$ cat src/rtl/serdes_pkg.sv
// Shared SerDes receive-path types and 8b/10b comma constants.
// Used by sipo_comma_aligner and comma_detect.
package serdes_pkg;

   typedef enum logic [1:0] {HUNT, VERIFY, LOCKED} align_state_t;

   localparam logic [9:0] K28_5_RDN = 10'h17C;
   localparam logic [9:0] K28_5_RDP = 10'h283;

   function automatic int maxOf(input int a, input int b);
      return (a > b) ? a : b;
   endfunction

endpackage

$ cat src/rtl/sipo_comma_aligner_comma_detect.sv
// Combinational comma compare: matches the window against COMMA or its complement,
// so both running disparities of K28.5 are recognised.
module comma_detect
   import serdes_pkg::*;
#(
   parameter int               WIDTH = 10,
   parameter logic [WIDTH-1:0] COMMA = WIDTH'(K28_5_RDN)
) (
   input  logic [WIDTH-1:0] window,
   output logic             match
);

   assign match = (window == COMMA) || (window == ~COMMA);

endmodule

$ cat src/rtl/sipo_comma_aligner.sv
// Single-clock SIPO with K28.5 comma alignment and a hunt/verify/locked FSM.
// Optional `define SIPO_COMMA_CNT_EN adds a saturating Comma_Count output.
module sipo_comma_aligner
   import serdes_pkg::*;
#(
   parameter int               WIDTH      = 10,
   parameter logic [WIDTH-1:0] COMMA      = WIDTH'(K28_5_RDN),
   parameter int               LOCK_COUNT = 3,
   parameter int               LOSS_COUNT = 4
) (
   input  logic             BitCLK,
   input  logic             Reset,
   input  logic             Serial,
   input  logic             Align_En,
   output logic [WIDTH-1:0] RxParallel,
   output logic             RxValid,
   output logic             Comma_Det,
   output logic             Locked,
   output logic             Align_Error
`ifdef SIPO_COMMA_CNT_EN
   ,
   output logic [15:0]      Comma_Count
`endif
);

   localparam int CNT_W = $clog2(maxOf(LOCK_COUNT, LOSS_COUNT) + 1);
   localparam int BIT_W = $clog2(WIDTH);

   typedef logic [CNT_W-1:0] cnt_t;
   typedef logic [BIT_W-1:0] bit_idx_t;

   localparam cnt_t     LOCK_TH  = cnt_t'(LOCK_COUNT);
   localparam cnt_t     LOSS_TH  = cnt_t'(LOSS_COUNT);
   localparam cnt_t     CNT_ONE  = cnt_t'(1);
   localparam bit_idx_t LAST_BIT = bit_idx_t'(WIDTH - 1);

   logic [WIDTH-1:0] window;
   logic [WIDTH-1:0] nextWindow;
   bit_idx_t         bitCnt;
   align_state_t     state;
   align_state_t     stateNext;
   cnt_t             goodCnt;
   cnt_t             goodCntNext;
   cnt_t             badCnt;
   cnt_t             badCntNext;
   logic             alignErrNext;

   logic match;
   logic natBoundary;
   logic alignedComma;
   logic misalignedComma;
   logic realign;
   logic boundary;

   // Oldest bit drifts down to bit 0, so COMMA is written first-received-bit-first.
   assign nextWindow = {Serial, window[WIDTH-1:1]};

   comma_detect #(
      .WIDTH (WIDTH),
      .COMMA (COMMA)
   ) u_comma_detect (
      .window (nextWindow),
      .match  (match)
   );

   assign natBoundary     = (bitCnt == LAST_BIT);
   assign alignedComma    = match && natBoundary;
   assign misalignedComma = match && !natBoundary;
   assign realign         = misalignedComma && Align_En && (state != LOCKED);
   assign boundary        = natBoundary || realign;

   // NOTE: every output of this block gets a default first, so no path leaves a
   // variable unassigned and no latch is inferred.
   always_comb begin
      stateNext    = state;
      goodCntNext  = goodCnt;
      badCntNext   = badCnt;
      alignErrNext = 1'b0;
      unique case (state)
         HUNT: begin
            if (realign || alignedComma) begin
               if (LOCK_COUNT == 1) begin
                  stateNext   = LOCKED;
                  goodCntNext = LOCK_TH;
                  badCntNext  = '0;
               end else begin
                  stateNext   = VERIFY;
                  goodCntNext = CNT_ONE;
               end
            end
         end
         VERIFY: begin
            if (realign) begin
               goodCntNext = CNT_ONE;
            end else if (alignedComma) begin
               if (goodCnt + CNT_ONE == LOCK_TH) begin
                  stateNext   = LOCKED;
                  goodCntNext = LOCK_TH;
                  badCntNext  = '0;
               end else begin
                  goodCntNext = goodCnt + CNT_ONE;
               end
            end
         end
         LOCKED: begin
            if (misalignedComma) begin
               if (badCnt + CNT_ONE == LOSS_TH) begin
                  stateNext    = HUNT;
                  goodCntNext  = '0;
                  badCntNext   = '0;
                  alignErrNext = 1'b1;
               end else begin
                  badCntNext = badCnt + CNT_ONE;
               end
            end else if (alignedComma) begin
               badCntNext = '0;
            end
         end
         default: stateNext = HUNT;
      endcase
   end

   // NOTE: non-blocking assignments throughout, so every register samples the
   // pre-edge values regardless of statement order.
   always_ff @(posedge BitCLK) begin
      if (Reset) begin
         window      <= '0;
         bitCnt      <= '0;
         state       <= HUNT;
         goodCnt     <= '0;
         badCnt      <= '0;
         RxParallel  <= '0;
         RxValid     <= 1'b0;
         Comma_Det   <= 1'b0;
         Align_Error <= 1'b0;
      end else begin
         window      <= nextWindow;
         bitCnt      <= boundary ? '0 : bitCnt + bit_idx_t'(1);
         state       <= stateNext;
         goodCnt     <= goodCntNext;
         badCnt      <= badCntNext;
         RxValid     <= boundary;
         Comma_Det   <= boundary && match;
         Align_Error <= alignErrNext;
         if (boundary) begin
            RxParallel <= nextWindow;
         end
      end
   end

   assign Locked = (state == LOCKED);

`ifdef SIPO_COMMA_CNT_EN
   // Only commas seen while already locked are counted; the locking comma is not.
   always_ff @(posedge BitCLK) begin
      if (Reset) begin
         Comma_Count <= '0;
      end else if ((stateNext == HUNT) && (state != HUNT)) begin
         Comma_Count <= '0;
      end else if ((state == LOCKED) && alignedComma && (Comma_Count != 16'hFFFF)) begin
         Comma_Count <= Comma_Count + 16'd1;
      end
   end
`endif

endmodule

$ cat config.mk
export PLATFORM = sky130hd
export DESIGN_NAME = sipo_comma_aligner
export DESIGN_NICKNAME = d
export VERILOG_FILES = /design/src/rtl/serdes_pkg.sv /design/src/rtl/sipo_comma_aligner_comma_detect.sv /design/src/rtl/sipo_comma_aligner.sv
export SDC_FILE = /design/constraint.sdc
export NUM_CORES = 1
export LEC_CHECK = 0
export ABC_AREA = 1
export BUFFER_PORTS_ARGS = -buffer_cell sky130_fd_sc_hd__clkbuf_2
export CELL_PAD_IN_SITES_DETAIL_PLACEMENT = 1
export CELL_PAD_IN_SITES_GLOBAL_PLACEMENT = 1
export CORE_MARGIN = 10
export CORE_UTILIZATION = 25
export CTS_CLUSTER_SIZE = 25
export DETAILED_ROUTE_END_ITERATION = 8
export GPL_TIMING_DRIVEN = 0
export HOLD_SLACK_MARGIN = 0.03
export PLACE_DENSITY_LB_ADDON = 0.25
export SYNTH_ARGS = -nofsm -noshare
export SYNTH_HDL_FRONTEND = slang
export SYNTH_SLANG_ARGS = --single-unit
$ cat constraint.sdc
create_clock -name BitCLK -period 2.5 [get_ports BitCLK]
set_input_delay 0.375 -clock BitCLK [delete_from_list [all_inputs] [get_ports BitCLK]]
set_output_delay 0.375 -clock BitCLK [all_outputs]
set_load 0.005 [all_outputs]
# Word-level counts from Yosys, hierarchy flattened
# Index checks and enable logic that the tools add are counted.
# op_classes
shift,0
n_addsub,3
multipliers,0
n_bitwise,2
div,0
n_reduce_logical,17
eq_ne,16
order_cmp,0
muxes,22
# ops
cell,n
$mux 3,12
$mux 2,6
$eq 10x10->1 const B,1
$eq 10x9->1 const B,1
$ne 2x2->1 const B,5
$reduce_and 5->1,2
$pmux 3 s3,1
$add 3x1->3 const B,2
$pmux 2 s3,1
$pmux 3 s2,1
$reduce_and 6->1,1
$logic_and 1x1->1,5
$add 4x1->4 const B,1
$eq 4x4->1 const B,1
$ne 2x1->1 const B,2
$eq 3x2->1 const B,1
$eq 3x3->1 const B,1
$logic_or 1x1->1,3
$ne 3x1->1 const B,1
$ne 3x3->1 const B,1
$reduce_bool 3->1,1
$reduce_or 3->1,1
$eq 2x1->1 const B,1
$eq 2x2->1 const B,1
6 further kinds,7
# word_totals
ff_bits,35
n_memories,0
mem_bits_ro,0
mem_bits_rw,0
word_cells,69
in_bits,4
latchBits,0

# Depth between registers and ports, before layout
# depth
word_depth,8
ltp_mapped,12
ltp_nobuf,12

# Cells and area by module
# Synthesis repeated with hierarchy kept, for this count alone.
# unflattened
hier_cells,211
area_unflattened_um2,1571.5
# by_module_without_submodules
module,area_per_inst_um2,instances,cells_each
sipo_comma_aligner,1480.2,1,188
comma_detect,91.3,1,23

# Worst setup path after synthesis
# Ideal clock, no wire load.
# synth_timing
kind,register -> register
from,register state[0]
to,register goodCnt[2]
n_path_buf,0
period_less_slack_ps,1425
path_stages_with_launch,11
t_arrival_ps,1312
setup_slack_ps,1075
cell_sequence,dfxtp_1 > inv_1 > ha_1 > nor2_1 > o21ai_1 > nand2_1 > nand2_2 > nor2_4 > inv_2 > nor2_1 > nor2_1
# synth_via
elab_cells_between_ends,14
# synth_lines
item,line,text
start: declaration,sipo_comma_aligner.sv:40,align_state_t state;
start signal: assignment,sipo_comma_aligner.sv:139,state <= stateNext;
$eq 2x2->1 *,n/a,
net Locked,sipo_comma_aligner.sv:18,"output logic Locked,"
$ne 2x1->1 (no source line) or $reduce_bool 3->1 (tied branches),n/a,
$reduce_and 5->1 (no source line),n/a,
end signal: assignment,sipo_comma_aligner.sv:140,goodCnt <= goodCntNext;
end: declaration,sipo_comma_aligner.sv:42,cnt_t goodCnt;
# The timed path passes the listed nets; every way through them passes the cells marked *.
# A chain may end at the register's enable or synchronous reset.

# Worst setup path in the final report
# layout_timing
from,register bitCnt[0]
to,register RxParallel[1]
# layout_via
elab_chain_cells,6
# layout_lines
item,line,text
start: declaration,sipo_comma_aligner.sv:39,bit_idx_t bitCnt;
start signal: assignment,sipo_comma_aligner.sv:138,bitCnt <= boundary ? '0 : bitCnt + bit_idx_t'(1);
$eq 4x4->1 *,sipo_comma_aligner.sv:66,assign natBoundary = (bitCnt == LAST_BIT);
$logic_not 1->1,sipo_comma_aligner.sv:68,assign misalignedComma = match && !natBoundary;
$logic_and 1x1->1,sipo_comma_aligner.sv:68,
$logic_and 1x1->1 (2 in a row),sipo_comma_aligner.sv:69,assign realign = misalignedComma && Align_En && (state != LOCKED);
$logic_or 1x1->1 *,sipo_comma_aligner.sv:70,assign boundary = natBoundary || realign;
end signal: assignment,sipo_comma_aligner.sv:146,RxParallel <= nextWindow;
end: declaration,sipo_comma_aligner.sv:15,"output logic [WIDTH-1:0] RxParallel,"
# Mark *: on every way between the ends. The rest lies on a longest branch, timed or not.

==> results.yml <==
routing:
  wl_per_cell_um: 11.3
  drtIter0Drc: 36
  vias: 1243
  postRouteAntennaNets: 0
  via_per_inst: 4.17
  drcViolationCount: 0
  wirelength_mm: 3.36
  drtPass1Iterations: 4
logic_synthesis:
  synth_flop_cell: "dfxtp_1"
  yosys.area.top_type: "dfxtp_1"
  synth_top_area_share_pct: 45.2
  syn_area_sq_mm: 0.00151
  synth.avg_cell_area_sq_um: 7.56
  synth_common_cells: "nand2_1 (46), nor2_1 (37), dfxtp_1 (34), inv_1 (23), o21ai_1 (13)"
  synth_seq_area_share_pct: 45.2
  synth-edff-count: 0
  synthesis.nets: 212
  async_flop_share_pct: 0
  synth_most_common_cell: "nand2_1"
  synth_area_leaders: "dfxtp_1 (45%), nand2_1 (11%), nor2_1 (9.2%)"
  synth_seq_cells: 34
  synthCells: 199
  synth_warnings: 0
  ys_types: 27
worst_setup_path:
  crit_type: "reg -> reg"
  r2r_slack_ns: 0.81
  crit_required_ns: 2.72
  slowest_delay_ns: 0.38
  cp_data_arrival_time_ns: 1.91
  startpoint_type: "flop"
  crit_fanout: 10
  crit_path_end_kind: "flop"
  path_cells: "ha_1, nand2_1, nor2_1, inv_1, nand3_2, nand2_1, nor2_1, buf_2, nand2_1, o21ai_1"
  crit_slowest_cell: "dfxtp_1"
  cp_common_cell: "nand2_1"
finish:
  register_area_sq_um: 681
  fin_nets: 236
  drive_gt1_share_pct: 19.7
  fillers: 724
  multi_input_area_sq_um: 706
  area_delta_synth_final_pct: 19.4
  layout.cells.non_filler: 298
  n_antenna_cell: 0
die:
  dieWidth_um: 97.6
  row_count: 28
  core_sq_mm: 0.00589
  die_h_um: 97.6
  ios: 18
  die-area_sq_mm: 0.00952
  start_util_pct: 25.6
sta:
  relSlewSlack_pct: 69.3
  maxSlewViolCount: 0
  fin_crit_sh_pct: 67.7
  worstMarginPinSlew_ns: 0.461
  max_freq_mhz: 591
  rsz0062_at_grt: "no"
  final_hold_viol_count: 0
  finalSetupViolations: 0
  period_needed_ns: 1.69
  finalSetupTns_ns: 0
  clock_skew_ns: 0.00319
place:
  place_inst: 291
  gp_congestion: 0.702
  io_buffers: 17
  dp_hpwl_mm: 2.59
pwr:
  ir_worst_vdd_mv: 0.263
  p_total_mw: 1.45
  leakage_nw: 0.788
  power_density_mw_per_mm2: 808
clock_network:
  cts_root_buf: "clkbuf_8"
  insertion_delay_ns: 0.28
  cts_hold_buf: 0
  post_cts_buffers: 0
  cts_buffers: 5
  numClockSinks: 34
  cts_tree: "yes"
  htreeDepth: 2
  cts_resized: 0
  clock_path_buffers: 2
  path_clk_slew_ns: 0.07
min_path:
  min_path_type: "in -> reg"
global_route:
  grt-ovfl-total: 0
  grt_pass1_vias: 1266
  grt_first_pass_wirelength_mm: 5.97
  antenna_found_initial: 0
  grt_max_degree: 11
  grt.total_usage_pct: 7.70
job:
  max_cap_viol_count: 0
run_status:
  outcome: "complete, no violations"
## layout by cell type, fill, tap and decap left out
cell	n
nand2_2	3
bufinv_16	1
clkinv_1	1
nand3_1	6
nand3_2	3
clkbuf_8	6
nand2_1	46
nand2_4	1
nand3b_1	1
nand4_1	1
o21ai_0	1
dfxtp_1	34
nor2_4	1
nor2_1	37
xnor2_1	2
xor2_1	1
clkbuf_1	1
clkbuf_2	17
o21ai_1	13
inv_2	4
or2_0	1
inv_1	23
nor2_2	2
o21ai_2	1
nor2_8	1
or2_2	2
ha_1	9
nor3_1	1
a21oi_1	1
buf_2	2
## power breakdown
part | switching [mW] | internal (mW) | total [mW] | leakage [nW]
Sequential | 0.0258 | 0.579 | 0.605 | 0.276
Clock | 0.197 | 0.319 | 0.515 | 0.0573
Combinational | 0.207 | 0.125 | 0.332 | 0.455
Total | 0.429 | 1.02 | 1.45 | 0.788
## metrics by stage
step                      worst slack [ns]  hold WS, ns  utilization (%)  instance area (sq um)
after floorplan                       1.08        0.427                -                   1510
after global placement               0.769        0.445             28.6                   1680
after detailed placement             0.744        0.447             28.6                   1680
after CTS                            0.728        0.344             30.5                   1800
after global routing                 0.464        0.368             30.5                   1800
final                                0.807        0.352             30.5                   1800
## critical path: cells and delay by family (launching register included)
kind / cells / cell delay, ns
flops: 1 / 0.38
compound gates: 1 / 0.08
simple gates: 6 / 0.63
fa+ha+maj: 1 / 0.16
buf+inv: 2 / 0.37
## metal layers
metal  part of all wire [%]  track usage (%)  up-vias
met5                      0                0        -
met2                     47             12.4       16
met3                    4.6             2.42        7
met4                    2.8             4.70        0
met1                     46             8.67      570
li1                       -                -      650
## cells by family (layout without fill, tap and decap cells)
family,Yosys count,after routing,synth area share (%)
buffers and inverters,31,55,7.90
adder cells (fa/ha/maj),9,9,7.48
XOR/XNOR,3,3,1.75
flip-flops,34,34,45.2
AND/OR/NAND/NOR,106,106,32.1
AO/OA/AOI/OAI,16,16,5.57
## area by class of cell
class	count	share of cell area (%)
timing repair buffer	17	4.74
inverter	28	5.85
buffer	3	0.766
tap	75	5.22
clock inverter	1	1.67
multi-input combinational	134	39.3
sequential	34	37.9
clock buffer	6	4.60
## worst paths after layout
| check | from | end | depth (start not counted) |
|---|---|---|---|
| worst min register to register | window[7]$_SDFF_PP0_ | window[6]$_SDFF_PP0_ | 2 |
| worst min-delay path | Serial | window[9]$_SDFF_PP0_ | 3 |
| worst max-delay path | bitCnt[0]$_SDFF_PP0_ | RxParallel[1]$_SDFFE_PP0P_ | 10 |
| worst max register to register | bitCnt[0]$_SDFF_PP0_ | RxParallel[1]$_SDFFE_PP0P_ | 10 |
## sequential cells by signal, indices dropped and copies added (netlist names)
| register | count |
|---|---|
| RxParallel | 10 |
| window | 9 |
| bitCnt | 4 |
| badCnt | 3 |
| goodCnt | 3 |
| state | 2 |
| Align_Error | 1 |
| Comma_Det | 1 |
| RxValid | 1 |
Note: power is estimated with default switching activity, not from simulation.
